===== config.mk =====
export PLATFORM = sky130hd
export DESIGN_NAME = instr_fetch_queue
export DESIGN_NICKNAME = d
export VERILOG_FILES = /design/src/rtl/instr_fetch_queue.sv
export SDC_FILE = /design/constraint.sdc
export NUM_CORES = 1
export LEC_CHECK = 0
export BUFFER_PORTS_ARGS = -buffer_cell sky130_fd_sc_hd__buf_2
export CAP_MARGIN = 20
export CORE_MARGIN = 5
export CORE_UTILIZATION = 30
export DETAILED_ROUTE_END_ITERATION = 8
export GPL_ROUTABILITY_DRIVEN = 0
export PLACE_DENSITY = 0.55
export SLEW_MARGIN = 15
export SYNTH_ARGS = -nofsm -noshare
export SYNTH_HDL_FRONTEND = slang
export SYNTH_SLANG_ARGS = --single-unit

===== constraint.sdc =====
create_clock -name clk -period 3.7 [get_ports clk]
set_clock_uncertainty 0.1 [all_clocks]
set_input_delay 0.74 -clock clk [delete_from_list [all_inputs] [get_ports clk]]
set_output_delay 0.74 -clock clk [all_outputs]
set_load 0.02 [all_outputs]

===== src/rtl/instr_fetch_queue.sv =====
// Fetch stage: owns the fetch PC, issues one-at-a-time word reads to instruction
// memory and buffers returned instructions, tagged with their PC, for decode.
module instr_fetch_queue #(
  parameter int                ADDR_W   = 32,
  parameter int                DATA_W   = 32,
  parameter int                DEPTH    = 4,
  parameter logic [ADDR_W-1:0] RESET_PC = '0
) (
  input  logic              clk,
  input  logic              reset,
  output logic              imem_req,
  output logic [ADDR_W-1:0] imem_addr,
  input  logic              imem_valid,
  input  logic [DATA_W-1:0] imem_rdata,
  input  logic              redirect,
  input  logic [ADDR_W-1:0] redirect_pc,
  output logic              inst_valid,
  output logic [DATA_W-1:0] inst_out,
  output logic [ADDR_W-1:0] pc_out,
  input  logic              inst_ready
);

  localparam int PW = $clog2(DEPTH);
  localparam int CW = PW + 1;
  localparam logic [ADDR_W-1:0] RESET_PC_AL = {RESET_PC[ADDR_W-1:2], 2'b00};

  logic [ADDR_W-1:0] fetch_pc;
  logic [ADDR_W-1:0] req_pc;
  logic [PW-1:0]     rd_ptr;
  logic [PW-1:0]     wr_ptr;
  logic [CW-1:0]     count;
  logic              outstanding;
  logic              stale;

  logic [DATA_W-1:0] inst_mem [DEPTH];
  logic [ADDR_W-1:0] pc_mem   [DEPTH];

  logic              resp;
  logic              issue;
  logic              push;
  logic              pop;
  logic [CW-1:0]     occupancy;
  logic              redirect_pc_unused;

  assign redirect_pc_unused = ^redirect_pc[1:0];

  // A response only means something while a request is in flight; a late one
  // surviving a reset is ignored.
  assign resp      = imem_valid & outstanding;
  assign occupancy = count + CW'(outstanding);

  // Issue only when a queue slot is reserved for the returning word, so a
  // push can never find the queue full.
  assign issue = !reset & !redirect & (!outstanding | imem_valid) &
                 (occupancy < CW'(DEPTH));

  // Decode handshake: the head transfers on a cycle where inst_valid and
  // inst_ready are both high; inst_valid never depends on inst_ready, and a
  // redirect in the same cycle cancels the transfer.
  assign push = resp & !stale & !redirect;
  assign pop  = inst_valid & inst_ready & !redirect;

  assign imem_req   = issue;
  assign imem_addr  = fetch_pc;
  assign inst_valid = (count != '0);
  assign inst_out   = inst_valid ? inst_mem[rd_ptr] : '0;
  assign pc_out     = inst_valid ? pc_mem[rd_ptr]   : '0;

  always_ff @(posedge clk or posedge reset) begin
    if (reset) begin
      fetch_pc    <= RESET_PC_AL;
      req_pc      <= '0;
      rd_ptr      <= '0;
      wr_ptr      <= '0;
      count       <= '0;
      outstanding <= 1'b0;
      stale       <= 1'b0;
    end else if (redirect) begin
      fetch_pc    <= {redirect_pc[ADDR_W-1:2], 2'b00};
      count       <= '0;
      rd_ptr      <= wr_ptr;
      // The in-flight word belongs to the old path; mark it for dropping
      // unless it is landing right now.
      stale       <= outstanding & !imem_valid;
      outstanding <= outstanding & !imem_valid;
    end else begin
      if (issue) begin
        outstanding <= 1'b1;
        req_pc      <= fetch_pc;
        fetch_pc    <= fetch_pc + ADDR_W'(4);
      end else if (resp) begin
        outstanding <= 1'b0;
      end
      if (resp) begin
        stale <= 1'b0;
      end
      if (push) begin
        wr_ptr <= wr_ptr + PW'(1);
      end
      if (pop) begin
        rd_ptr <= rd_ptr + PW'(1);
      end
      case ({push, pop})
        2'b10:   count <= count + CW'(1);
        2'b01:   count <= count - CW'(1);
        default: count <= count;
      endcase
    end
  end

  always_ff @(posedge clk) begin
    if (push) begin
      inst_mem[wr_ptr] <= imem_rdata;
      pc_mem[wr_ptr]   <= req_pc;
    end
  end

endmodule


### Yosys cells after proc, flatten, opt, wreduce, memory -nomap -nowiden

Memory sizes are Yosys's and may differ from the RTL's.
Index checks and enable logic that the tools add are counted.

* word-level logic and storage cells: 56
* output and inout bits: 98
* bits of input ports: 69
* memories kept: 2
* bits in registers: 73
* RAM bits: 256

* muxes and demuxes: 14
* reductions and logical operators: 13
* order comparisons: 1
* add/sub/neg operators: 6
* bitwise operators: 11
* eq/ne operators: 2

Memories
* inst_mem: depth 4, bits a word 32, read ports 1, clocked after memory_dff 0, wr ports 1, line 35 `logic [DATA_W-1:0] inst_mem [DEPTH];`
* pc_mem: depth 4, bits a word 32, read ports 1, clocked after memory_dff 0, wr ports 1, line 36 `logic [ADDR_W-1:0] pc_mem [DEPTH];`

Operators by type and width (number)
* 32-bit two-way mux: 4
* 32-bit by 3-bit adder with 32-bit output, second input constant: 1
* 1-bit AND: 9
* 3-bit nonzero test: 3
* 1-bit two-way mux: 6
* 3-bit case mux with 2 select lines: 1
* 2-bit nonzero test: 3
* 1-bit zero test: 5
* 2-bit by 1-bit adder with 2-bit output, second input constant: 2
* 2-bit two-way mux: 2
* 2-bit AND reduction: 2
* 3-bit by 1-bit adder with 3-bit output: 1
* 3-bit by 1-bit adder with 3-bit output, second input constant: 1
* 3-bit less-than comparator, second input constant: 1
* 3-bit two-way mux: 1
* 3-bit by 1-bit subtractor with 3-bit output, second input constant: 1
* 2-bit by 1-bit == test with 1-bit output, second input constant: 1
* 2-bit == test, second input constant: 1
* 1-bit NOT: 1
* 1-bit bitwise OR: 1

### Depth between registers and ports, before layout

Gate-level depths: netlist of run 1.

* depth in word-level cells: 6
* mapped depth: 7
* depth with buffers taken out: 6

### Worst setup path before layout of run 1

OpenSTA, ideal clock, no wires.

* kind: input -> register
* from: in redirect
* to: mem inst_mem[0][0], enable pin
* stages on the path: 3
* slack: 0.486 ns
* required time: 3.174 ns
* arrival: 2.688 ns
* library setup time: 0.426 ns
* cells stage by stage: clkbuf_1 -> nor2_1 -> and2_1

* word-level cells in the longest chain between the ends: 4

RTL lines
* start, declared: line 15 `input logic redirect,`
* 1-bit zero test: line 60 `assign push = resp & !stale & !redirect;`
* 1-bit AND: line 60
* 1-bit two-way mux: line 112 `if (push) begin`
* 1-bit two-way mux (not written as such): line 113 `inst_mem[wr_ptr] <= imem_rdata;`
* end, declared: line 35

No other way between the ends.

### Final worst setup path of run 1

* from: reg count[0]
* to: out pc_out[18]

* word-level cells in the longest chain between the ends: 2

RTL lines
* start, declared: line 31 `logic [CW-1:0] count;`
* start signal, assigned: line 104 `2'b10: count <= count + CW'(1);`
* start signal, assigned: line 105 `2'b01: count <= count - CW'(1);`
* start signal, assigned: line 106 `default: count <= count;`
* 3-bit nonzero test: line 65 `assign inst_valid = (count != '0);`
* 32-bit two-way mux: line 67 `assign pc_out = inst_valid ? pc_mem[rd_ptr] : '0;`
* end, declared: line 19 `output logic [ADDR_W-1:0] pc_out,`

No other way between the ends.

==> results_dict.tcl, run 1 <==
set metrics [dict create \
    period_needed_ns 3.32 \
    boundaryPins 167 \
    grt_pass1_vias 7368 \
    max_slew.worst_pin.slew_ns 0.663 \
    ys_ff_latch 317 \
    cts_max_level 2 \
    cts_sinks 317 \
    cp_max_fo 31 \
    synth-edff-count 248 \
    finalNonFillerCells 1474 \
    synth_cell_types 44 \
    rsz0062_at_grt "false" \
    peakVddDrop_mv 0.254 \
    grt_remaining_overflow 0 \
    power_frac_comb_pct 24.4 \
    firstDrtPassIters 4 \
    dp.final_hpwl_um 19500 \
    antenna_found_initial 1 \
    row_count 76 \
    syn_avg_cell_area_um2 17.8 \
    p_per_area_nw_per_um2 680 \
    antennaDiodeCount 0 \
    final_layout_size_suffix_gt1_share_pct 36.9 \
    clockBufferDepth 3 \
    p_leak_nw 5.64 \
    switching_power_mw 3.09 \
    final_area_um2 15600 \
    top_usage_layer "met2" \
    max_freq_ghz 0.301 \
    ys.flop_type "edfxtp_1" \
    die_w_um 217 \
    synth_area_leader_cell "edfxtp_1" \
    cts_resized 0 \
    nets 980 \
    grt_pass1_wl_um 45800 \
    drc 0 \
    port_buffers 160 \
    synth_area_um2 12900 \
    ant_nets 0 \
    synth_top_area_share_pct 57.8 \
    hold_viol_final 0 \
    clkPwrFrac_pct 32.5 \
    timing.final.crit_share_pct 89.8 \
    cts.clk_slew.worst_paths_ns 0.06 \
    p_seq_share_pct 43.1 \
    cts_setup_buffers 0 \
    drt_iter0_markers 393 \
    synth.area.top_cells "edfxtp_1 (58%), dfrtp_1 (13%), mux4_2 (11%), and2_1 (3.4%), mux2_2 (2.5%)" \
    finalPower_mw 10.6 \
    n_fill_cell 4031 \
    yosys_warnings 0 \
    intPower_mw 7.54 \
    grtUsageMet2_pct 20.4 \
    wl_per_cell_um 20.2 \
    dpl.cell_count 1413 \
    grt_use_total_pct 12.7 \
    fin_setup_tns_ns 0 \
    crit_path_end_kind "output pin" \
    grt_use_met3_pct 2.67 \
    drt_wl_total_um 29800 \
    arrival_ns 2.48 \
    status "completed" \
    drv_slew 0 \
    finalSetupViolations 0 \
    path_class "register to output pin" \
    dpl-instance-area_um2 14500 \
    synthCells 722 \
    whs_ns 0.233 \
    initial_core_util_pct 30.1 \
    synth_common_cells "edfxtp_1 (248), and2_1 (70), dfrtp_1 (69)" \
    ys_async_sr_fraction_pct 21.8 \
    dieArea_um2 47200 \
    ys_seq_area_share_pct 71.2 \
    die_y_um 217 \
    required_ns 2.86 \
    clkLatencyLatePin_ns 0.53 \
    grt_max_degree 46 \
    hold_path.class "input pin to asynchronous set/reset pin" \
    syn2layout_area_growth_pct 21.3 \
    max_slew_margin_pct 55.8 \
    cts_hold_buffers 0 \
    vias 6971 \
    use_met1_pct 17.2 \
    design.core.area_um2 42800 \
    cts_root_buffer "clkbuf_16" \
    yosys.cell_count.top_type "edfxtp_1" \
    start_kind "register" \
    numCtsBuffers 36 \
    maxCapViolations 0 \
    via_per_inst 4.73 \
    p_sw_share_pct 29.0 \
    tritoncts "built" \
]
worst max-delay path, cell delays in order (launching register included):
cell     delay, ns
dfrtp_1       0.43
or3_2         0.82
buf_4         0.33
and2_1        0.17
buf_2         0.16
layer usage:
layer  vias to the layer above  share of wire [%]
met5                         -              0.037
met4                         2                2.1
met3                        44                5.0
met2                       175                 48
met1                      3571                 45
li1                       3179                  -
per-stage QoR:
stage,util [%],setup slack [ns]
finish,36.5,0.379
global route,36.5,0.239
CTS,36.5,0.306
detailed placement,33.8,0.854
global placement,33.8,0.877
floorplan,-,0.486
power groups by stage:
stage	Clock, mW	Sequential (mW)	Combinational, mW
floorplan	0	4.52	1.83
global placement	0	4.64	2.67
detailed placement	0	4.67	2.68
CTS	3.58	4.59	2.68
global route	3.72	4.63	2.84
finish	3.45	4.58	2.60
cells by family (layout without fill, tap and decap cells):
kind of cell / after synthesis / in the layout / share of synthesized area (%)
other cells: 1 / 4 / 0.0291
buf+inv: 48 / 251 / 1.74
compound gates: 64 / 64 / 3.46
simple gates: 165 / 165 / 7.29
mux: 98 / 98 / 14.1
fa+ha+maj: 6 / 6 / 0.641
xor+xnor: 23 / 23 / 1.56
flops: 317 / 317 / 71.2
placed cells by master, fill, tap and decap left out, types with 6 or more instances in the layout:
| master | count |
|---|---|
| a211oi_1 | 6 |
| a31oi_1 | 6 |
| and2_1 | 65 |
| and4_1 | 8 |
| buf_12 | 8 |
| buf_2 | 160 |
| buf_4 | 16 |
| clkbuf_1 | 10 |
| clkbuf_16 | 36 |
| dfrtp_1 | 67 |
| edfxtp_1 | 248 |
| mux2_2 | 29 |
| mux4_2 | 63 |
| nand2_1 | 34 |
| nand3_1 | 16 |
| nor2_1 | 12 |
| o211ai_1 | 6 |
| o21ai_0 | 25 |
| or3_1 | 6 |
| xnor2_1 | 11 |
| xor2_1 | 12 |
final timing paths:
check	cells past startpoint	to	startpoint	slack [ns]
setup reg to reg	7	imem_addr[26]	imem_addr[2]	1.11
setup / recovery	4	pc_out[18]	count[0]	0.38
hold reg to reg	0	pc_mem[3][30]	req_pc[30]	0.41
hold / removal	2	req_pc[8]	reset	0.23
max in group asynchronous	3	rd_ptr[0]	reset	2.59
min in group clk	3	imem_addr[8]	redirect_pc[8]	0.32
flip-flops by register name, indices dropped and copies added (netlist names):
signal       count
outstanding      1
pc_mem         120
stale            1
inst_mem       128
wr_ptr           2
req_pc          30
rd_ptr           2
imem_addr       30
count            3
area by class of cell:
class,count,area (um^2),share of cell area [%]
repair buffers,184,1080,6.92
flip-flops and latches,317,9180,58.8
clock inverters,10,141,0.905
multi-input cells,360,3510,22.4
clock buffers,51,1010,6.45
inverters,6,22.5,0.144
well taps,546,683,4.37
No activity file was read; power rests on OpenSTA's default activity.
==> inputs of run 2 (changes only) <==
clock period = 3.9 ns   (was 3.7 ns; I/O delays follow)
==> results_dict.tcl, run 2 (synthesis results as in run 1) <==
set metrics [dict create \
    status "completed" \
    path_class "register to output pin" \
    max_slew.worst_pin.slew_ns 0.723 \
    dp.final_hpwl_um 19700 \
    n_fill_cell 4071 \
    dpl.cell_count 1409 \
    final_layout_size_suffix_gt1_share_pct 36.5 \
    cts_sinks 317 \
    tritoncts "built" \
    grt_max_degree 42 \
    largest_reg_flops 128 \
    most-common-layout-cells "edfxtp_1 (248), buf_2 (160), dfrtp_1 (67), and2_1 (65), mux4_2 (63)" \
    grt_pass1_wl_um 46900 \
    hold_path.class "input pin to asynchronous set/reset pin" \
    finalNonFillerCells 1476 \
    row_count 76 \
    grt_pass1_vias 7424 \
    nets 977 \
    p_sw_share_pct 29.5 \
    crit_path_end_kind "output pin" \
    reg_top3 "inst_mem: 128 flops, pc_mem: 120 flops" \
    cts_max_level 2 \
    finalSetupViolations 0 \
    die_w_um 217 \
    initial_core_util_pct 30.1 \
    design.core.area_um2 42800 \
    cts_setup_buffers 0 \
    syn2layout_area_growth_pct 21.2 \
    cts_resized 0 \
    intPower_mw 7.16 \
    peakVddDrop_mv 0.245 \
    ant_nets 0 \
    final.setup.worst_slack_ns 0.440 \
    hold_viol_final 0 \
    start_kind "register" \
    die_y_um 217 \
    rsz0062_at_grt "false" \
    drt_iter0_markers 417 \
    place_ws_ns 0.919 \
    slowest_delay_ns 0.68 \
    final_common_cell "edfxtp_1" \
    regMostFlops "inst_mem" \
    cts_hold_buffers 0 \
    p_per_area_nw_per_um2 651 \
    switching_power_mw 3.00 \
    max_freq_ghz 0.289 \
    timing.final.crit_share_pct 88.7 \
    drc 0 \
    clkLatencyLatePin_ns 0.54 \
    clockBufferDepth 3 \
    port_buffers 160 \
    drv_slew 0 \
    dieArea_um2 47200 \
    vias 7002 \
    power_frac_comb_pct 23.7 \
    antennaDiodeCount 0 \
    firstDrtPassIters 4 \
    grt_remaining_overflow 0 \
    maxCapViolations 0 \
    wl_per_cell_um 20.7 \
    via_per_inst 4.74 \
    cts.clk_slew.worst_paths_ns 0.06 \
    cts_root_buffer "clkbuf_16" \
    arrival_ns 2.58 \
    path_cells "buf_4 > mux4_2 > and2_1 > buf_2" \
    antenna_found_initial 1 \
    cp_max_fo 16 \
    numCtsBuffers 37 \
    grt_use_total_pct 13.0 \
    boundaryPins 167 \
    max_slew_margin_pct 51.7 \
    required_ns 3.02 \
    fin_setup_tns_ns 0 \
    multi_input_area_um2 3510 \
    regArea_um2 9180 \
    p_seq_share_pct 43.2 \
    critPathSlowestCell "dfrtp_4" \
    clkPwrFrac_pct 33.2 \
    p_leak_nw 5.62 \
    drt_wl_total_um 30500 \
    period_needed_ns 3.46 \
]
[run 2: cell types whose count changed in the layout (fill, tap and decap cells not counted), sizes merged]
cell	change
clkbuf	-3
clkinv	+5
buf	-4
clkinvlp	+4
[run 2: stage by stage]
stage / instance area (um^2) / util (%) / hold slack (ns) / power [mW]
finish: 15600 / 36.5 / 0.328 / 10.2
global route: 15600 / 36.5 / 0.324 / 10.7
CTS: 15600 / 36.5 / 0.311 / 10.4
detailed placement: 14400 / 33.7 / 0.399 / 6.95
global placement: 14400 / 33.7 / 0.395 / 6.92
floorplan: 12900 / - / 0.369 / 6.02
[run 2: power groups by stage]
| stage | sequential [mW] | combinational (mW) | clock (mW) |
|---|---|---|---|
| 2_1_floorplan | 4.28 | 1.74 | 0 |
| 3_3_place_gp | 4.45 | 2.47 | 0 |
| 3_5_place_dp | 4.47 | 2.49 | 0 |
| 4_1_cts | 4.40 | 2.49 | 3.49 |
| 5_1_grt | 4.44 | 2.62 | 3.63 |
| 6_report | 4.39 | 2.41 | 3.37 |
[run 2: area by class of cell]
cell class | count | area share (%)
sequential | 317 | 58.8
multi-input combinational | 360 | 22.5
timing repair buffer | 180 | 6.57
clock buffer | 48 | 6.47
tap | 546 | 4.38
clock inverter | 19 | 1.14
inverter | 6 | 0.144
[run 2: routing by layer]
metal / part of all wire (%) / vias up / GRT usage, %
met3: 5.1 / 37 / 3.44
met4: 1.4 / 2 / 2.86
met1: 45 / 3621 / 17.6
met5: 0.023 / - / 0
li1: - / 3176 / -
met2: 49 / 166 / 21.2
[run 2: worst max-delay path, delay by kind of cell (launching register included)]
| family | cells | cell delay, ns |
|---|---|---|
| buffers and inverters | 2 | 0.56 |
| flip-flops | 1 | 0.68 |
| multiplexers | 1 | 0.61 |
| AND/OR/NAND/NOR | 1 | 0.18 |
[run 2: worst paths after layout]
path	start	endpoint	slack, ns	cells past startpoint
setup / recovery	rd_ptr[0]	pc_out[13]	0.44	4
hold / removal	reset	count[0]	0.33	2
setup reg to reg	imem_addr[3]	imem_addr[26]	1.19	6
hold reg to reg	req_pc[30]	pc_mem[3][30]	0.42	0
max in group asynchronous	reset	imem_addr[30]	2.62	3
min in group clk	redirect_pc[13]	imem_addr[13]	0.35	3
==> inputs of run 3 (changes only) <==
PLACE_DENSITY = unset   (was 0.55)
==> results_dict.tcl, run 3 (synthesis results as in run 1) <==
set metrics [dict create \
    reg_top3 "inst_mem: 128 flops, pc_mem: 120 flops" \
    cts_root_buffer "clkbuf_16" \
    largest_reg_flops 128 \
    most-common-layout-cells "edfxtp_1 (248), buf_2 (160), dfrtp_1 (67), and2_1 (65), mux4_2 (63)" \
    arrival_ns 2.45 \
    grt_pass1_wl_um 45800 \
    row_count 76 \
    ant_nets 0 \
    antennaDiodeCount 0 \
    cts_setup_buffers 0 \
    r2r_cells 7 \
    switching_power_mw 2.98 \
    crit_path_end_kind "output pin" \
    numCtsBuffers 36 \
    boundaryPins 167 \
    multi_input_area_um2 3510 \
    antenna_found_initial 0 \
    max_freq_ghz 0.300 \
    intPower_mw 7.22 \
    dp.final_hpwl_um 19000 \
    maxCapViolations 0 \
    cts_max_level 2 \
    wl_per_cell_um 20.1 \
    port_buffers 160 \
    timing.final.crit_share_pct 85.5 \
    clockBufferDepth 3 \
    required_ns 3.02 \
    tritoncts "built" \
    power_frac_comb_pct 23.6 \
    cts_resized 0 \
    dpl.cell_count 1407 \
    cp_num_buf_inv 2 \
    timing.rr.end "imem_addr[26]" \
    peakVddDrop_mv 0.268 \
    clkPwrFrac_pct 33.5 \
    path_class "register to output pin" \
    via_per_inst 4.76 \
    drt_iter0_markers 424 \
    drt_wl_total_um 29600 \
    initial_core_util_pct 30.1 \
    grt_use_met3_pct 2.68 \
    hold_path_depth 3 \
    max_slew_margin_pct 43.7 \
    p_seq_share_pct 42.9 \
    n_fill_cell 4061 \
    p_per_area_nw_per_um2 653 \
    max_slew.worst_pin.slew_ns 0.844 \
    rsz0062_at_grt "false" \
    firstDrtPassIters 5 \
    cts_hold_buffers 0 \
    design.core.area_um2 42800 \
    finalNonFillerCells 1471 \
    vias 6998 \
    use_met1_pct 16.8 \
    period_needed_ns 3.33 \
    final_layout_size_suffix_gt1_share_pct 37.0 \
    grt_max_degree 59 \
    clkLatencyLatePin_ns 0.54 \
    nets 974 \
    grt_use_total_pct 12.6 \
    cts.clk_slew.worst_paths_ns 0.06 \
    start_kind "register" \
    syn2layout_area_growth_pct 21.2 \
    hold_path.class "input pin to register" \
    hp-start "redirect_pc[3]" \
    grt_pass1_vias 7534 \
    critPathSlowestCell "dfrtp_4" \
    drv_slew 0 \
    dieArea_um2 47200 \
    slowest_delay_ns 0.80 \
    status "completed" \
    reg2reg_slack_ns 1.32 \
    regArea_um2 9180 \
    r2r-start "imem_addr[2]" \
    cp_max_fo 35 \
    die_y_um 217 \
    grt_remaining_overflow 0 \
    cts_sinks 317 \
    fin_setup_tns_ns 0 \
    die_w_um 217 \
    hold_viol_final 0 \
    drc 0 \
    holdPathEnd "imem_addr[3]" \
    final_common_cell "edfxtp_1" \
    path_cells "buf_4 > mux4_2 > and2_1 > buf_2" \
    top_usage_layer "met2" \
    grtUsageMet2_pct 20.6 \
    critical-path-top-delay-family "flip-flops" \
    finalSetupViolations 0 \
    regMostFlops "inst_mem" \
    p_sw_share_pct 29.2 \
    p_leak_nw 5.63 \
]
-- run 3: cell types whose count changed in the layout (fill, tap and decap cells not counted), sizes merged --
cell | before | now
clkinv | 11 | 6
clkinvlp | 4 | 1
buf | 180 | 178
clkbuf | 48 | 50
inv | 7 | 9
bufinv | 3 | 4
-- run 3: area by class of cell --
type | instances | area share [%]
clock buffers | 50 | 6.50
clock inverters | 14 | 1.18
inverters | 6 | 0.144
multi-input cells | 360 | 22.5
flip-flops and latches | 317 | 58.8
well taps | 546 | 4.38
repair buffers | 178 | 6.48
-- run 3: layer usage --
layer	vias up	share of wire (%)
li1	3172	-
met1	3601	45
met2	176	48
met3	49	4.7
met4	0	2.7
met5	-	0
-- run 3: how the worst max path moves through the flow --
stage / startpoint / cells after the start / endpoint
finish: rd_ptr[1] / 4 / pc_out[14]
global route: rd_ptr[1] / 4 / pc_out[4]
CTS: count[0] / 4 / inst_out[24]
detailed placement: count[0] / 4 / inst_out[24]
global placement: count[0] / 4 / inst_out[21]
floorplan: redirect / 3 / inst_mem[0][0]
-- run 3: power groups by stage --
stage	clock, mW	sequential [mW]	combinational, mW
after detailed placement	0	4.46	2.49
final	3.41	4.37	2.41
after global routing	3.67	4.43	2.63
after global placement	0	4.43	2.46
after CTS	3.53	4.39	2.49
after floorplan	0	4.28	1.74
-- run 3: stage by stage --
step / utilization (%) / area [um^2] / hold WS (ns) / worst slack [ns] / total power, mW
global placement: 33.7 / 14400 / 0.388 / 0.866 / 6.89
finish: 36.5 / 15600 / 0.341 / 0.567 / 10.2
floorplan: - / 12900 / 0.369 / 0.646 / 6.02
global route: 36.5 / 15600 / 0.347 / 0.438 / 10.7
detailed placement: 33.7 / 14400 / 0.405 / 0.839 / 6.94
CTS: 36.5 / 15600 / 0.308 / 0.234 / 10.4
-- run 3: tightest hold or removal path, delay by kind of cell --
family	cells	cell delay [ns]
compound gates	1	0.05
buf+inv	1	0.07
simple gates	1	0.04
